[src/rtl/regfile_pkg.sv]
// Shared constants and grant encoding for the register-file write-back arbiter.
package regfile_pkg;

  localparam int unsigned WIDTH  = 32;
  localparam int unsigned ADDR_W = 5;

  typedef enum logic {
    GRANT_A = 1'b0,
    GRANT_B = 1'b1
  } grant_t;

endpackage

[src/rtl/regfile_wb_arbiter_if.sv]
// Write-back request/grant bus between the two requesters and the arbiter.
// REGFILE_WB_BYPASS_EN adds the read-address / read-data bypass signals.
interface regfile_wb_arbiter_if #(
  parameter int unsigned CNT_W = 16
);
  import regfile_pkg::*;

  logic              hold;
  logic              a_valid;
  logic [ADDR_W-1:0] a_addr;
  logic [WIDTH-1:0]  a_data;
  logic              a_ready;
  logic              b_valid;
  logic [ADDR_W-1:0] b_addr;
  logic [WIDTH-1:0]  b_data;
  logic              b_ready;
  logic              we3;
  logic [ADDR_W-1:0] wa3;
  logic [WIDTH-1:0]  wd3;
  logic [CNT_W-1:0]  conflict_cnt;

`ifdef REGFILE_WB_BYPASS_EN
  logic [ADDR_W-1:0] ra1;
  logic [ADDR_W-1:0] ra2;
  logic [WIDTH-1:0]  rf_rd1;
  logic [WIDTH-1:0]  rf_rd2;
  logic [WIDTH-1:0]  rd1;
  logic [WIDTH-1:0]  rd2;

  modport slave (
    input  hold, a_valid, a_addr, a_data, b_valid, b_addr, b_data,
    input  ra1, ra2, rf_rd1, rf_rd2,
    output a_ready, b_ready, we3, wa3, wd3, conflict_cnt, rd1, rd2
  );
  modport master (
    output hold, a_valid, a_addr, a_data, b_valid, b_addr, b_data,
    output ra1, ra2, rf_rd1, rf_rd2,
    input  a_ready, b_ready, we3, wa3, wd3, conflict_cnt, rd1, rd2
  );
`else
  modport slave (
    input  hold, a_valid, a_addr, a_data, b_valid, b_addr, b_data,
    output a_ready, b_ready, we3, wa3, wd3, conflict_cnt
  );
  modport master (
    output hold, a_valid, a_addr, a_data, b_valid, b_addr, b_data,
    input  a_ready, b_ready, we3, wa3, wd3, conflict_cnt
  );
`endif

endinterface

[src/rtl/rr_arb2.sv]
// Two-requester round-robin arbiter; owns the last_grant flop.
module rr_arb2
  import regfile_pkg::*;
(
  input  logic       clk,
  input  logic       reset,
  input  logic       hold,
  input  logic [1:0] req,
  output logic [1:0] gnt
);

  grant_t last_grant_q;
  grant_t last_grant_d;

  always_ff @(posedge clk or posedge reset) begin
    if (reset) last_grant_q <= GRANT_B;
    else       last_grant_q <= last_grant_d;
  end

  // On a tie the port that did not win last time is granted.
  always_comb begin
    gnt          = 2'b00;
    last_grant_d = last_grant_q;
    if (!hold) begin
      case (req)
        2'b01:   gnt = 2'b01;
        2'b10:   gnt = 2'b10;
        2'b11:   gnt = (last_grant_q == GRANT_B) ? 2'b01 : 2'b10;
        default: gnt = 2'b00;
      endcase
    end
    if (gnt[0])      last_grant_d = GRANT_A;
    else if (gnt[1]) last_grant_d = GRANT_B;
  end

endmodule

[src/rtl/regfile_wb_arbiter.sv]
// Shares the register file write port between ALU (A) and load (B) write-back.
// Optional read bypass of the registered write enabled by REGFILE_WB_BYPASS_EN.
module regfile_wb_arbiter
  import regfile_pkg::*;
#(
  parameter int unsigned CNT_W = 16
) (
  input  logic                 clk,
  input  logic                 reset,
  regfile_wb_arbiter_if.slave  bus
);

  logic [1:0]        gnt;
  logic              xfer;
  logic [ADDR_W-1:0] sel_addr;
  logic [WIDTH-1:0]  sel_data;
  logic              conflict;

  logic              we3_q, we3_d;
  logic [ADDR_W-1:0] wa3_q, wa3_d;
  logic [WIDTH-1:0]  wd3_q, wd3_d;
  logic [CNT_W-1:0]  cnt_q, cnt_d;

  rr_arb2 u_arb (
    .clk   (clk),
    .reset (reset),
    .hold  (bus.hold),
    .req   ({bus.b_valid, bus.a_valid}),
    .gnt   (gnt)
  );

  assign bus.a_ready = gnt[0];
  assign bus.b_ready = gnt[1];

  assign xfer     = |gnt;
  assign sel_addr = gnt[1] ? bus.b_addr : bus.a_addr;
  assign sel_data = gnt[1] ? bus.b_data : bus.a_data;
  assign conflict = bus.a_valid & bus.b_valid & ~bus.hold;

  // x0 writes complete the handshake but never reach the register file.
  always_comb begin
    we3_d = 1'b0;
    wa3_d = wa3_q;
    wd3_d = wd3_q;
    cnt_d = cnt_q;
    if (xfer) begin
      we3_d = (sel_addr != '0);
      wa3_d = sel_addr;
      wd3_d = sel_data;
    end
    if (conflict && (cnt_q != '1)) cnt_d = cnt_q + CNT_W'(1);
  end

  always_ff @(posedge clk or posedge reset) begin
    if (reset) begin
      we3_q <= 1'b0;
      wa3_q <= '0;
      wd3_q <= '0;
      cnt_q <= '0;
    end else begin
      we3_q <= we3_d;
      wa3_q <= wa3_d;
      wd3_q <= wd3_d;
      cnt_q <= cnt_d;
    end
  end

  assign bus.we3          = we3_q;
  assign bus.wa3          = wa3_q;
  assign bus.wd3          = wd3_q;
  assign bus.conflict_cnt = cnt_q;

`ifdef REGFILE_WB_BYPASS_EN
  assign bus.rd1 = (we3_q && (wa3_q == bus.ra1) && (bus.ra1 != '0)) ? wd3_q : bus.rf_rd1;
  assign bus.rd2 = (we3_q && (wa3_q == bus.ra2) && (bus.ra2 != '0)) ? wd3_q : bus.rf_rd2;
`endif

endmodule

[src/flat_wrapper.sv]
// flat-port wrapper written by rule: the top's interface ports become plain ports
module regfile_wb_arbiter_flat import regfile_pkg::*;
#(
  parameter int unsigned CNT_W = 16
)
  (clk, reset, bus_hold, bus_a_valid, bus_a_addr, bus_a_data, bus_b_valid, bus_b_addr, bus_b_data, bus_a_ready, bus_b_ready, bus_we3, bus_wa3, bus_wd3, bus_conflict_cnt);
  regfile_wb_arbiter_if #(.CNT_W(CNT_W)) bus_i ();
  input  logic clk;
  input  logic reset;
  input wire logic [$bits(bus_i.hold)-1:0] bus_hold;
  input wire logic [$bits(bus_i.a_valid)-1:0] bus_a_valid;
  input wire logic [$bits(bus_i.a_addr)-1:0] bus_a_addr;
  input wire logic [$bits(bus_i.a_data)-1:0] bus_a_data;
  input wire logic [$bits(bus_i.b_valid)-1:0] bus_b_valid;
  input wire logic [$bits(bus_i.b_addr)-1:0] bus_b_addr;
  input wire logic [$bits(bus_i.b_data)-1:0] bus_b_data;
  output wire logic [$bits(bus_i.a_ready)-1:0] bus_a_ready;
  output wire logic [$bits(bus_i.b_ready)-1:0] bus_b_ready;
  output wire logic [$bits(bus_i.we3)-1:0] bus_we3;
  output wire logic [$bits(bus_i.wa3)-1:0] bus_wa3;
  output wire logic [$bits(bus_i.wd3)-1:0] bus_wd3;
  output wire logic [$bits(bus_i.conflict_cnt)-1:0] bus_conflict_cnt;
  assign bus_i.hold = bus_hold;
  assign bus_i.a_valid = bus_a_valid;
  assign bus_i.a_addr = bus_a_addr;
  assign bus_i.a_data = bus_a_data;
  assign bus_i.b_valid = bus_b_valid;
  assign bus_i.b_addr = bus_b_addr;
  assign bus_i.b_data = bus_b_data;
  assign bus_a_ready = bus_i.a_ready;
  assign bus_b_ready = bus_i.b_ready;
  assign bus_we3 = bus_i.we3;
  assign bus_wa3 = bus_i.wa3;
  assign bus_wd3 = bus_i.wd3;
  assign bus_conflict_cnt = bus_i.conflict_cnt;
  regfile_wb_arbiter #(.CNT_W(CNT_W)) u_core (.clk(clk), .reset(reset), .bus(bus_i));
endmodule
[config.mk]
export PLATFORM = sky130hd
export DESIGN_NAME = regfile_wb_arbiter_flat
export DESIGN_NICKNAME = d
export VERILOG_FILES = /design/src/rtl/regfile_pkg.sv /design/src/rtl/regfile_wb_arbiter_if.sv /design/src/rtl/rr_arb2.sv /design/src/rtl/regfile_wb_arbiter.sv /design/src/flat_wrapper.sv
export SDC_FILE = /design/constraint.sdc
export NUM_CORES = 1
export LEC_CHECK = 0
export CORE_ASPECT_RATIO = 0.8
export CORE_UTILIZATION = 42
export DETAILED_ROUTE_END_ITERATION = 10
export PLACE_DENSITY = 0.9
export SYNTH_ARGS = -nofsm -noshare
export SYNTH_HDL_FRONTEND = slang
export SYNTH_SLANG_ARGS = --single-unit
export TNS_END_PERCENT = 20
[constraint.sdc]
create_clock -name clk -period 3.5 [get_ports clk]
set_input_delay 0.7 -clock clk [delete_from_list [all_inputs] [get_ports clk]]
set_output_delay 0.7 -clock clk [all_outputs]
set_load 0.03 [all_outputs]
After elaboration in Yosys (flattened, before gate mapping)
Index checks and enable logic that the tools add are counted.

Register bits: 55. Bits in latches: 0. RAM bits: 0. ROM bits: 0. Input bits: 79. Output and inout port bits: 56. Word-level logic and storage cells: 25. Memories: 0.

$add $sub $neg: 1. $mul: 0. Divide/modulo/power cells: 0. Order comparisons: 0. Equality and inequality tests: 4. Shifts and indexed selects: 0. Muxes and demuxes: 8. Bitwise gates (word level): 3. Reduce and logical (&&, ||, !) cells: 4.

Operators with widths (number): 2-to-1 mux 32 bit (1); adder 16 x 1 -> 16 bit, second input constant (1); != test 16 bit, second input constant (1); one-hot mux 2 bit (3 select lines) (1); 2-to-1 mux 5 bit (1); nonzero test 5 bit (1); == test 2 bit, second input constant (2); 2-to-1 mux 2 bit (2); 2-to-1 mux 1 bit (3); bitwise AND 1 bit (2); == test 2 x 1 -> 1 bit, second input constant (1); nonzero test 2 bit (1); OR reduction 2 bit (1); logical AND 1 bit (1); inverter 1 bit (1).

Longest topological paths before layout
Gate-level depths: netlist of run 1.

Word-level depth: 6. Gate-level depth with buffers: 6. Gate-level depth less buffers: 5.

Hierarchy
From an unflattened synthesis of run 1, not the netlist that was laid out.

Cells, all modules: 250. Area, all modules: 2687.6 µm².

By module, submodules not included: regfile_wb_arbiter (instances 1, cells each 242, area an instance 2612.5 µm², sequential area each 1351.3 µm²); rr_arb2 (instances 1, cells each 8, area an instance 75.1 µm², sequential area each 26.3 µm²).

Worst setup path before layout of run 1
Ideal clock, no wire load.

Path kind: in2out. Start: input port bus_hold. End: output port bus_a_ready. Data arrival time: 1.608 ns. Data required time: 2.800 ns. Slack: 1.192 ns. Cell stages on the path: 3. Buffers on the path: 1. Path through: nand2b_1 -> a21oi_1 -> clkbuf_1.

Cells in the longest elaborated chain, start to end: 1.

Ends and longest elaborated chain: from (decl) (line flat_wrapper.sv:10) `input wire logic [$bits(bus_i.hold)-1:0] bus_hold;`; 2-to-1 mux 2 bit (line rr_arb2.sv:24) `if (!hold) begin`; to (decl) (line flat_wrapper.sv:17) `output wire logic [$bits(bus_i.a_ready)-1:0] bus_a_ready;`.

Every way passes these cells.

Worst setup path in the final report of run 1
Start: input port bus_b_valid. End: output port bus_b_ready.

Cells in the longest elaborated chain, start to end: 3. Elaborated cells between the ends (all ways): 5. Those cells by class: eq/ne: 3; mux: 2.

Ends and longest elaborated chain: from (decl) (line flat_wrapper.sv:14) `input wire logic [$bits(bus_i.b_valid)-1:0] bus_b_valid;`; == test 2 bit / == test 2 x 1 -> 1 bit (equally long branches) (line rr_arb2.sv:25) `case (req)`; one-hot mux 2 bit (3 select lines) (*) (line rr_arb2.sv:25); 2-to-1 mux 2 bit (*) (line rr_arb2.sv:24); to (decl) (line flat_wrapper.sv:18) `output wire logic [$bits(bus_i.b_ready)-1:0] bus_b_ready;`.

Mark *: on every way between the ends. The rest lies on a longest branch, timed or not.

==> run metrics, run 1 <==
status=completed; Final Slew Violations=0; Reg clk slew, reported paths=0.09 ns; hold buffer count at cts=0; CTS buffer count=5; CTS root buffer=clkbuf_8; FP Rows=24; Initial Util=about 44%; first-pass GRT wire length=11300 um; synth cell count leaders=dfrtp_1, inv_1, a222oi_1; post-synthesis cell count=218; PortBufs=about 130; wire length per cell=16.2 um; Cell Area, Placed=3910 sq um; kind of critical path=in -> out; DIE HEIGHT=70.6 um; post-synthesis mux area share=approximately 3%; crit path time final=2.98 ns; Clock Tree Buf Depth=2; largest family of logic cells by synthesized area=compound AO/OA/AOI/OAI gates; First-pass DRT Iterations=6; RSZ-0062 raised after global routing=no; CTS tree=done; Syn. warnings=0; PD cells=466 nW/um^2; ys async rst share=100%; sequential share of the synthesized area=55.7%; WP data required=2.80 ns; CP delay by family, top=buffers and inverters; Unique masters post-synth=37; Synth area leaders=dfrtp_1, a222oi_1, inv_1; area growth from synthesis to final layout=61.8%; EDFF count, synth=0; # DRC=0; Synth Area in Adders=0.506%; Post-Synth Simple-Gate Area=between 10% and 20%; final net count=430; maxcap violations=0; Final HPWL DP=5130 um; DRT iter0 DRCs=212; largest net degree at the start of global routing=40; Worst-Margin Slew=0.632 ns; most common cell in the netlist=dfrtp_1; cell count along the critical path=4; final setup violation count=0; later-pin clock latency in the skew report=~0.30 ns; die area=6200 sq um; crit path from=bus_b_valid; layout cells sized above 1=7.14%; Congestion Overflow GR=0; FMAX=336 MHz; Max FO, Critical Path=4; top-area cell type share of the netlist area=a little over half; FF-to-FF End=u_core.bus.conflict_cnt[1]; leakage power=1.76 nW; initial antenna violation count=0; Synth Cell Area=2470 sq um; Reg2Reg Depth=5; H-tree depth=2; CP peak stage delay=~0.7 ns; VDD IR max=around 0.00027 V; number of global-route vias before repair=2357; Crit-path slowest cell=clkdlybuf4s50_1; Post-CTS Setup Bufs=0; XOR/XNOR Fraction of Synth Area=4.61%; Avg Cell Area, Syn=11.3 sq um; post-route clock period utilization=roughly 85%; crit path buf inv count=2; Fin. Hold Viols=0; drt via density=5.44; final WL=6950 um; ys flop type=dfrtp_1; total chip power=approximately 0.0019 W; Die X=87.8 um; setup_tns=0 ns; via count=about 2300; complex-gate fraction of the synthesized area=16.4%; Design Area, Final=between 3000 and 4000 sq um; boundary pin count=approximately 140; Slew HR=57.8%; GRT Total Usage=23.6%; critical path startpoint category=primary input; worst hold path type=reg -> reg; post-route ant nets=0; crit end category=output pin; flops & latches, synth=between 50 and 60; r2r setup slk=1.49 ns; RR Startpoint=u_core.bus.conflict_cnt[1]; Setup crit end=bus_b_ready; crit-path most repeated cell=clkdlybuf4s50_1; ant diodes=0; crit-path cells=clkdlybuf4s50_1 -> nand2b_1 -> a21oi_4 -> clkdlybuf4s50_1; RD Place Congestion=0.798; worst hold slack=0.487 ns; Arr. time, crit path=2.28 ns; cell taking the most area after synthesis=dfrtp_1; Core Area=5560 sq um; CTS resizes=0; clk sink count=55; Post-Synthesis Net Count=around 300; Max Clock Skew=around 0.0073 ns
[through the flow]
stage | utilization, % | setup slack [ns] | cells
after floorplan | - | 1.19 | 218
after global placement | 70.4 | 0.527 | 421
after detailed placement | 70.4 | 0.512 | 421
after CTS | 72.0 | 0.512 | 428
after global routing | 72.0 | 0.463 | 428
final | 72.0 | 0.520 | 428
[cell families (layout without fill, tap and decap cells)]
kind of cell | after synthesis | in the layout
and+or+nand+nor | 50 | 50
DFF | 55 | 55
AOI/OAI and AO/OA | 45 | 45
buffers and inverters | 47 | 179
adders and majority gates | 1 | 1
xor gates and xnor gates | 13 | 13
muxes | 7 | 7
[final cells by class]
cell class | instances | area (sq um)
clock inverters | 1 | 5.00
repair buffers | 138 | 1370
multi-input cells | 116 | 940
fillers | 412 | 1560
clock buffers | 6 | 82.6
well taps | 78 | 97.6
flip-flops and latches | 55 | 1380
inverters | 34 | 128
[sequential cells by signal (all words and copies together), names as in the netlist]
name	flops
u_core.u_arb.last_grant_q	1
u_core.bus.we3	1
u_core.bus.wd3	32
u_core.bus.wa3	5
u_core.bus.conflict_cnt	16
[how the worst min path moves through the flow]
| stage | start | to | slack [ns] | depth (start not counted) |
|---|---|---|---|---|
| floorplan | u_core.u_arb.last_grant_q | u_core.u_arb.last_grant_q | 0.47 | 2 |
| global placement | u_core.bus.wa3[0] | u_core.bus.wa3[0] | 0.46 | 2 |
| detailed placement | u_core.bus.wa3[3] | u_core.bus.wa3[3] | 0.47 | 2 |
| CTS | u_core.bus.wa3[3] | u_core.bus.wa3[3] | 0.50 | 2 |
| global route | u_core.bus.wd3[28] | u_core.bus.wd3[28] | 0.52 | 2 |
| finish | u_core.bus.wa3[3] | u_core.bus.wa3[3] | 0.49 | 2 |
[worst min-delay path, cell delays in order (launching register included)]
cell and delay [ns]:
dfrtp_1 0.35, nand2_1 0.05, o21ai_0 0.06
[routing by layer]
metal / GRT usage [%] / routed length [um] / vias up
met1: 30.1 / 2840 / 1141
met3: 4.55 / 529 / 4
met4: 6.01 / 60 / 0
met5: 0 / 0 / -
met2: 41.2 / 3510 / 106
li1: - / - / 1076
[where the power goes]
part           internal [W]  leakage [nW]  switching (W)
combinational      0.000323          1.02       0.000372
sequential         0.000734         0.693      0.0000903
clock              0.000156        0.0470       0.000189
[layout by cell type, fill, tap and decap left out, types with 4 or more instances in the layout]
cell type	count
xnor2_1	7
inv_1	33
nor4_1	5
clkbuf_8	6
dfrtp_1	54
buf_4	5
o21ai_0	6
mux2i_1	5
nand3_1	5
nand2_1	13
nor2_1	4
nand4_1	6
xor2_1	6
clkdlybuf4s50_1	133
a222oi_1	32
Power figures use the tool's default switching activity.
==> run 2: changes to the inputs <==
--- a/config.mk
+++ b/config.mk
@@ -5,8 +5,10 @@
 export SDC_FILE = /design/constraint.sdc
 export NUM_CORES = 1
 export LEC_CHECK = 0
+export CELL_PAD_IN_SITES_DETAIL_PLACEMENT = 0
+export CELL_PAD_IN_SITES_GLOBAL_PLACEMENT = 1
 export CORE_ASPECT_RATIO = 0.8
-export CORE_UTILIZATION = 42
+export CORE_UTILIZATION = 31
 export DETAILED_ROUTE_END_ITERATION = 10
 export PLACE_DENSITY = 0.9
 export SYNTH_ARGS = -nofsm -noshare
==> run metrics, run 2 (synthesis results as in run 1) <==
CTS root buffer=clkbuf_8; most frequent cells in the layout=clkdlybuf4s50_1, dfrtp_1, inv_1; final setup violation count=0; boundary pin count=roughly 140; critical path startpoint category=primary input; DRT iter0 DRCs=168; ant diodes=0; die area=8330 sq um; largest net degree at the start of global routing=40; CTS buffer count=5; VDD IR max=0.000181 V; CTS tree=done; final WL=7110 um; later-pin clock latency in the skew report=0.29 ns; kind of critical path=in -> out; Slew HR=41.6%; crit-path most repeated cell=clkdlybuf4s50_1; Arr. time, crit path=around 2.3 ns; layout cells sized above 1=7.10%; PD cells=472 nW/um^2; worst slack, placed=0.548 ns; Reg clk slew, reported paths=0.09 ns; final net count=about 430; Crit-path slowest cell=clkdlybuf4s50_1; Initial Util=32.7%; # DRC=0; DIE HEIGHT=81.9 um; Post-CTS Setup Bufs=0; total chip power=roughly 0.0019 W; CTS resizes=0; H-tree depth=2; initial antenna violation count=0; post-route clock period utilization=a little over four fifths; PortBufs=134; setup_tns=0 ns; Register Area=1380 sq um; area growth from synthesis to final layout=64.5%; drt via density=around 5.0; post-route ant nets=0; leakage power=1.77 nW; FMAX=338 MHz; Clock Tree Buf Depth=2; crit end category=output pin; Fin. Hold Viols=0; Final Slew Violations=0; status=completed; RSZ-0062 raised after global routing=no; Max Clock Skew=0.00450 ns; worst hold slack=roughly 0.49 ns; via count=2269; clk sink count=55; Final HPWL DP=between 5000 and 6000 um; number of global-route vias before repair=2099; Fillers=703; Worst-Margin Slew=0.873 ns; area of the multi-input gates=940 sq um; RD Place Congestion=0.736; WP data required=2.80 ns; Core Area=7570 sq um; commonest non-fill, non-tap cell in the layout=clkdlybuf4s50_1; Final WS setup=0.543 ns; CP peak stage delay=slightly below 0.7 ns; crit-path cells=clkdlybuf4s50_1 -> nand2b_1 -> a21oi_2 -> clkdlybuf4s50_1; Die X=102 um; GRT Total Usage=16.7%; wire length per cell=15.6 um; hold buffer count at cts=0; Max FO, Critical Path=4; maxcap violations=0; Congestion Overflow GR=0; FP Rows=28; first-pass GRT wire length=10500 um; max reg flops=32; First-pass DRT Iterations=6; worst hold path type=reg -> reg; crit path time final=2.96 ns
## run 2: changes by cell type in the layout (fill, tap and decap cells not counted), sizes merged
cell           previous run  this run
buf                       5         6
bufinv                    0         1
clkdlybuf4s50           133       134
clkinv                    1         0
## run 2: power breakdown
group	leakage [nW]	switching [W]	total, W	internal (W)
Combinational	1.03	0.000368	0.000693	0.000325
Clock	0.0513	0.000192	0.000403	0.000210
Sequential	0.693	0.0000893	0.000824	0.000734
Total	1.77	0.000649	0.00192	0.00127
## run 2: per-layer routing
layer  share of wire (%)  up-vias  global-route usage [%]  wire length, um
met3                 7.9        8                    4.68              563
met2                  48       91                    27.8             3440
met1                  43     1090                    21.0             3030
met4                 1.2        0                    5.14               87
li1                    -     1080                       -                -
met5                   0        -                       0                0
## run 2: through the flow
| stage | cell area (sq um) | instances | util [%] |
|---|---|---|---|
| after floorplan | 2470 | 218 | - |
| after global placement | 3960 | 450 | 52.4 |
| after detailed placement | 3960 | 450 | 52.4 |
| after CTS | 4070 | 457 | 53.7 |
| after global routing | 4070 | 457 | 53.7 |
| final | 4070 | 457 | 53.7 |
## run 2: area by class of cell
class / count / share of cell area [%]
clock inverters: 1 / 0.739
repair buffers: 140 / 34.1
multi-input cells: 116 / 23.1
flip-flops and latches: 55 / 33.9
clock buffers: 6 / 1.79
well taps: 105 / 3.23
inverters: 34 / 3.14
## run 2: path summary, 6_finish.rpt
kind                                            start                     endpoint  slack, ns  cells after the start
min in group asynchronous                       reset  u_core.bus.conflict_cnt[10]       0.78                      2
setup reg to reg           u_core.bus.conflict_cnt[0]   u_core.bus.conflict_cnt[1]       1.50                      5
hold reg to reg                    u_core.bus.wd3[28]           u_core.bus.wd3[28]       0.49                      2
max in group asynchronous                       reset    u_core.u_arb.last_grant_q       2.00                      3
hold / removal                     u_core.bus.wd3[28]           u_core.bus.wd3[28]       0.49                      2
setup / recovery                          bus_a_valid                  bus_a_ready       0.54                      4
## run 2: critical path, delay by kind of cell
kind,cells,cell delay (ns)
AOI/OAI and AO/OA,1,0.13
buffers and inverters,2,1.29
and+or+nand+nor,1,0.13
==> patch (settings of run 1) <==
Reset style: synchronous (`reset`), changed in 2 clocked blocks.
--- a/src/rtl/rr_arb2.sv
+++ b/src/rtl/rr_arb2.sv
@@ -12,7 +12,7 @@
   grant_t last_grant_q;
   grant_t last_grant_d;
 
-  always_ff @(posedge clk or posedge reset) begin
+  always_ff @(posedge clk) begin
     if (reset) last_grant_q <= GRANT_B;
     else       last_grant_q <= last_grant_d;
   end
--- a/src/rtl/regfile_wb_arbiter.sv
+++ b/src/rtl/regfile_wb_arbiter.sv
@@ -51,7 +51,7 @@
     if (conflict && (cnt_q != '1)) cnt_d = cnt_q + CNT_W'(1);
   end
 
-  always_ff @(posedge clk or posedge reset) begin
+  always_ff @(posedge clk) begin
     if (reset) begin
       we3_q <= 1'b0;
       wa3_q <= '0;
Formal check against the unedited RTL: differs if reset is asserted again (counterexample within 4 cycles, from zero or initial values and one cycle with reset high); with reset held inactive, the same outputs for 10 cycles.
==> patch against run 1 <==
Wire length grew 3.1%. Critical path depth is the same. Sequential cell count is the same. Setup slack lost 0.11 ns. Die area shrank 4.4%. Sequential share of layout area shrank 5.8 points. Synthesized area shrank 4.6%. Clock skew grew 0.0018 ns. Design area shrank 4.0%. Final cell count grew 11%. Largest cell class is now buffers.
Power is not compared: it rests on default switching activity, and its combinational part moved more than twofold at a synthesized area within 25%.
==> patch: results (changes against run 1) <==
The number of global-route vias before repair was 2419 (was 2357). The tools report the wire length on met2 as 3570 um (was 3510 um). The logs give 41.4% (was 41.2%) for the global-route met2 utilization and 5 (unchanged) for the total clock buffers created by CTS.

Fill cell total of the finished layout: 429 (was 412). The share of the synthesized netlist area taken by xor and xnor gates works out to 0.371% (was 4.61%). The setup slack on the worst flop-to-flop path was 1.60 ns (was 1.49 ns); the slew at the pin with the worst max-slew slack was 0.658 ns (was 0.632 ns). The arrival time of the worst setup path is 2.39 ns (was 2.28 ns), and the routability congestion estimate is 0.788 (was 0.798).

The total instance count after detailed placement is 471 (was 421), and the synthesized net count is 355 (was 298). The fraction of layout cells with a size suffix above 1 came out at 3.76% (was 7.14%). The arithmetic-cell share of the synthesized area counting full adders, half adders and majority gates works out to 0.531% (was 0.506%). Worst hold margin: 0.501 ns (was 0.487 ns). The tools report the worst min-delay path endpoint as u_core.bus.wa3[3] (unchanged).

The share of flip-flops with an asynchronous set or reset was 0% (was 100%). Die area: 0.00592 mm2 (was 0.00620 mm2). The part of the Yosys area used for sequential elements is 46.7% (was 55.7%), and the mean post-synth cell area is 8.58 um2 (was 11.3 um2). The tools report the post-detailed-placement cell area as 0.00376 mm2 (was 0.00391 mm2).

The tools report the post-place setup slack as 0.410 ns (was 0.512 ns). The complex-gate fraction of the synthesized area was 27.2% (was 16.4%); the largest fanout of any net on the critical path was 6 (was 4). The logs give 0.00902 ns (was 0.00725 ns) for the worst clock skew and 5220 um (was 5130 um) for the sum of net half-perimeters after detailed placement. The post-detailed-route wirelength per cell works out to 15.0 um (was 16.2 um). The multiplexer fraction of the synthesized cell area is 2.12% (was 2.94%). The flow ran to the end, and the final reports show no timing, DRC or antenna violations. The buffer share of cell area works out to 35.4% (was 34.2%). Cell types with the largest area share after synthesis: dfxtp_1 47%, a22oi_1 10%, o21ai_0 8.1% (was dfrtp_1 55%, a222oi_1 13%, inv_1 5.2%). Met3 routing resource usage after global routing: 6.59% (was 4.55%). The global-route wire length before repair is 11700 um (was 11300 um). The inverter count works out to 3 (was 34). Top cells by count, synth: 55 x dfxtp_1, 38 x o21ai_0, 37 x nand2_1 (was 54 x dfrtp_1, 34 x inv_1, 32 x a222oi_1). The proportion of cell area occupied by multi-input gates is 31.1% (was 23.5%), and the number of unique standard cell types used by synthesis is 35 (was 37). Reg-to-reg endpoint: u_core.bus.conflict_cnt[3] (was u_core.bus.conflict_cnt[1]).

The launch instance of the worst min-delay path is u_core.bus.wa3[3] (unchanged). For the sum of routed wire segments on met1, the log shows 2960 um (was 2840 um). Met1 capacity usage during global routing: 30.5% (was 30.1%).
patch: cell types whose count changed in the layout (fill, tap and decap cells not counted), sizes merged, moves of 13 or more:
cell	change
dfxtp	+55
a222oi	-32
dfrtp	-54
nand2	+24
inv	-31
a22oi	+32
o21ai	+36
a21oi	+13
patch: power by group:
group	leakage, uW	internal [uW]	switching, uW
registers	0.000450	658	18.3
logic	0.000825	161	152
clock network	0.0000361	133	191
total	0.00131	952	361
patch: critical path: cells and delay by family:
family	cells	cell delay (ns)
buf+inv	2	1.33
compound gates	1	0.20
simple gates	1	0.16
patch: how the worst max path moves through the flow:
stage	slack, ns	from	cells after the start	endpoint
floorplan	1.27	bus_hold	3	bus_b_ready
global placement	0.47	bus_b_valid	4	bus_b_ready
detailed placement	0.41	bus_b_valid	4	bus_b_ready
CTS	0.41	bus_b_valid	4	bus_b_ready
global route	0.31	bus_b_valid	4	bus_b_ready
finish	0.41	bus_b_valid	4	bus_b_ready
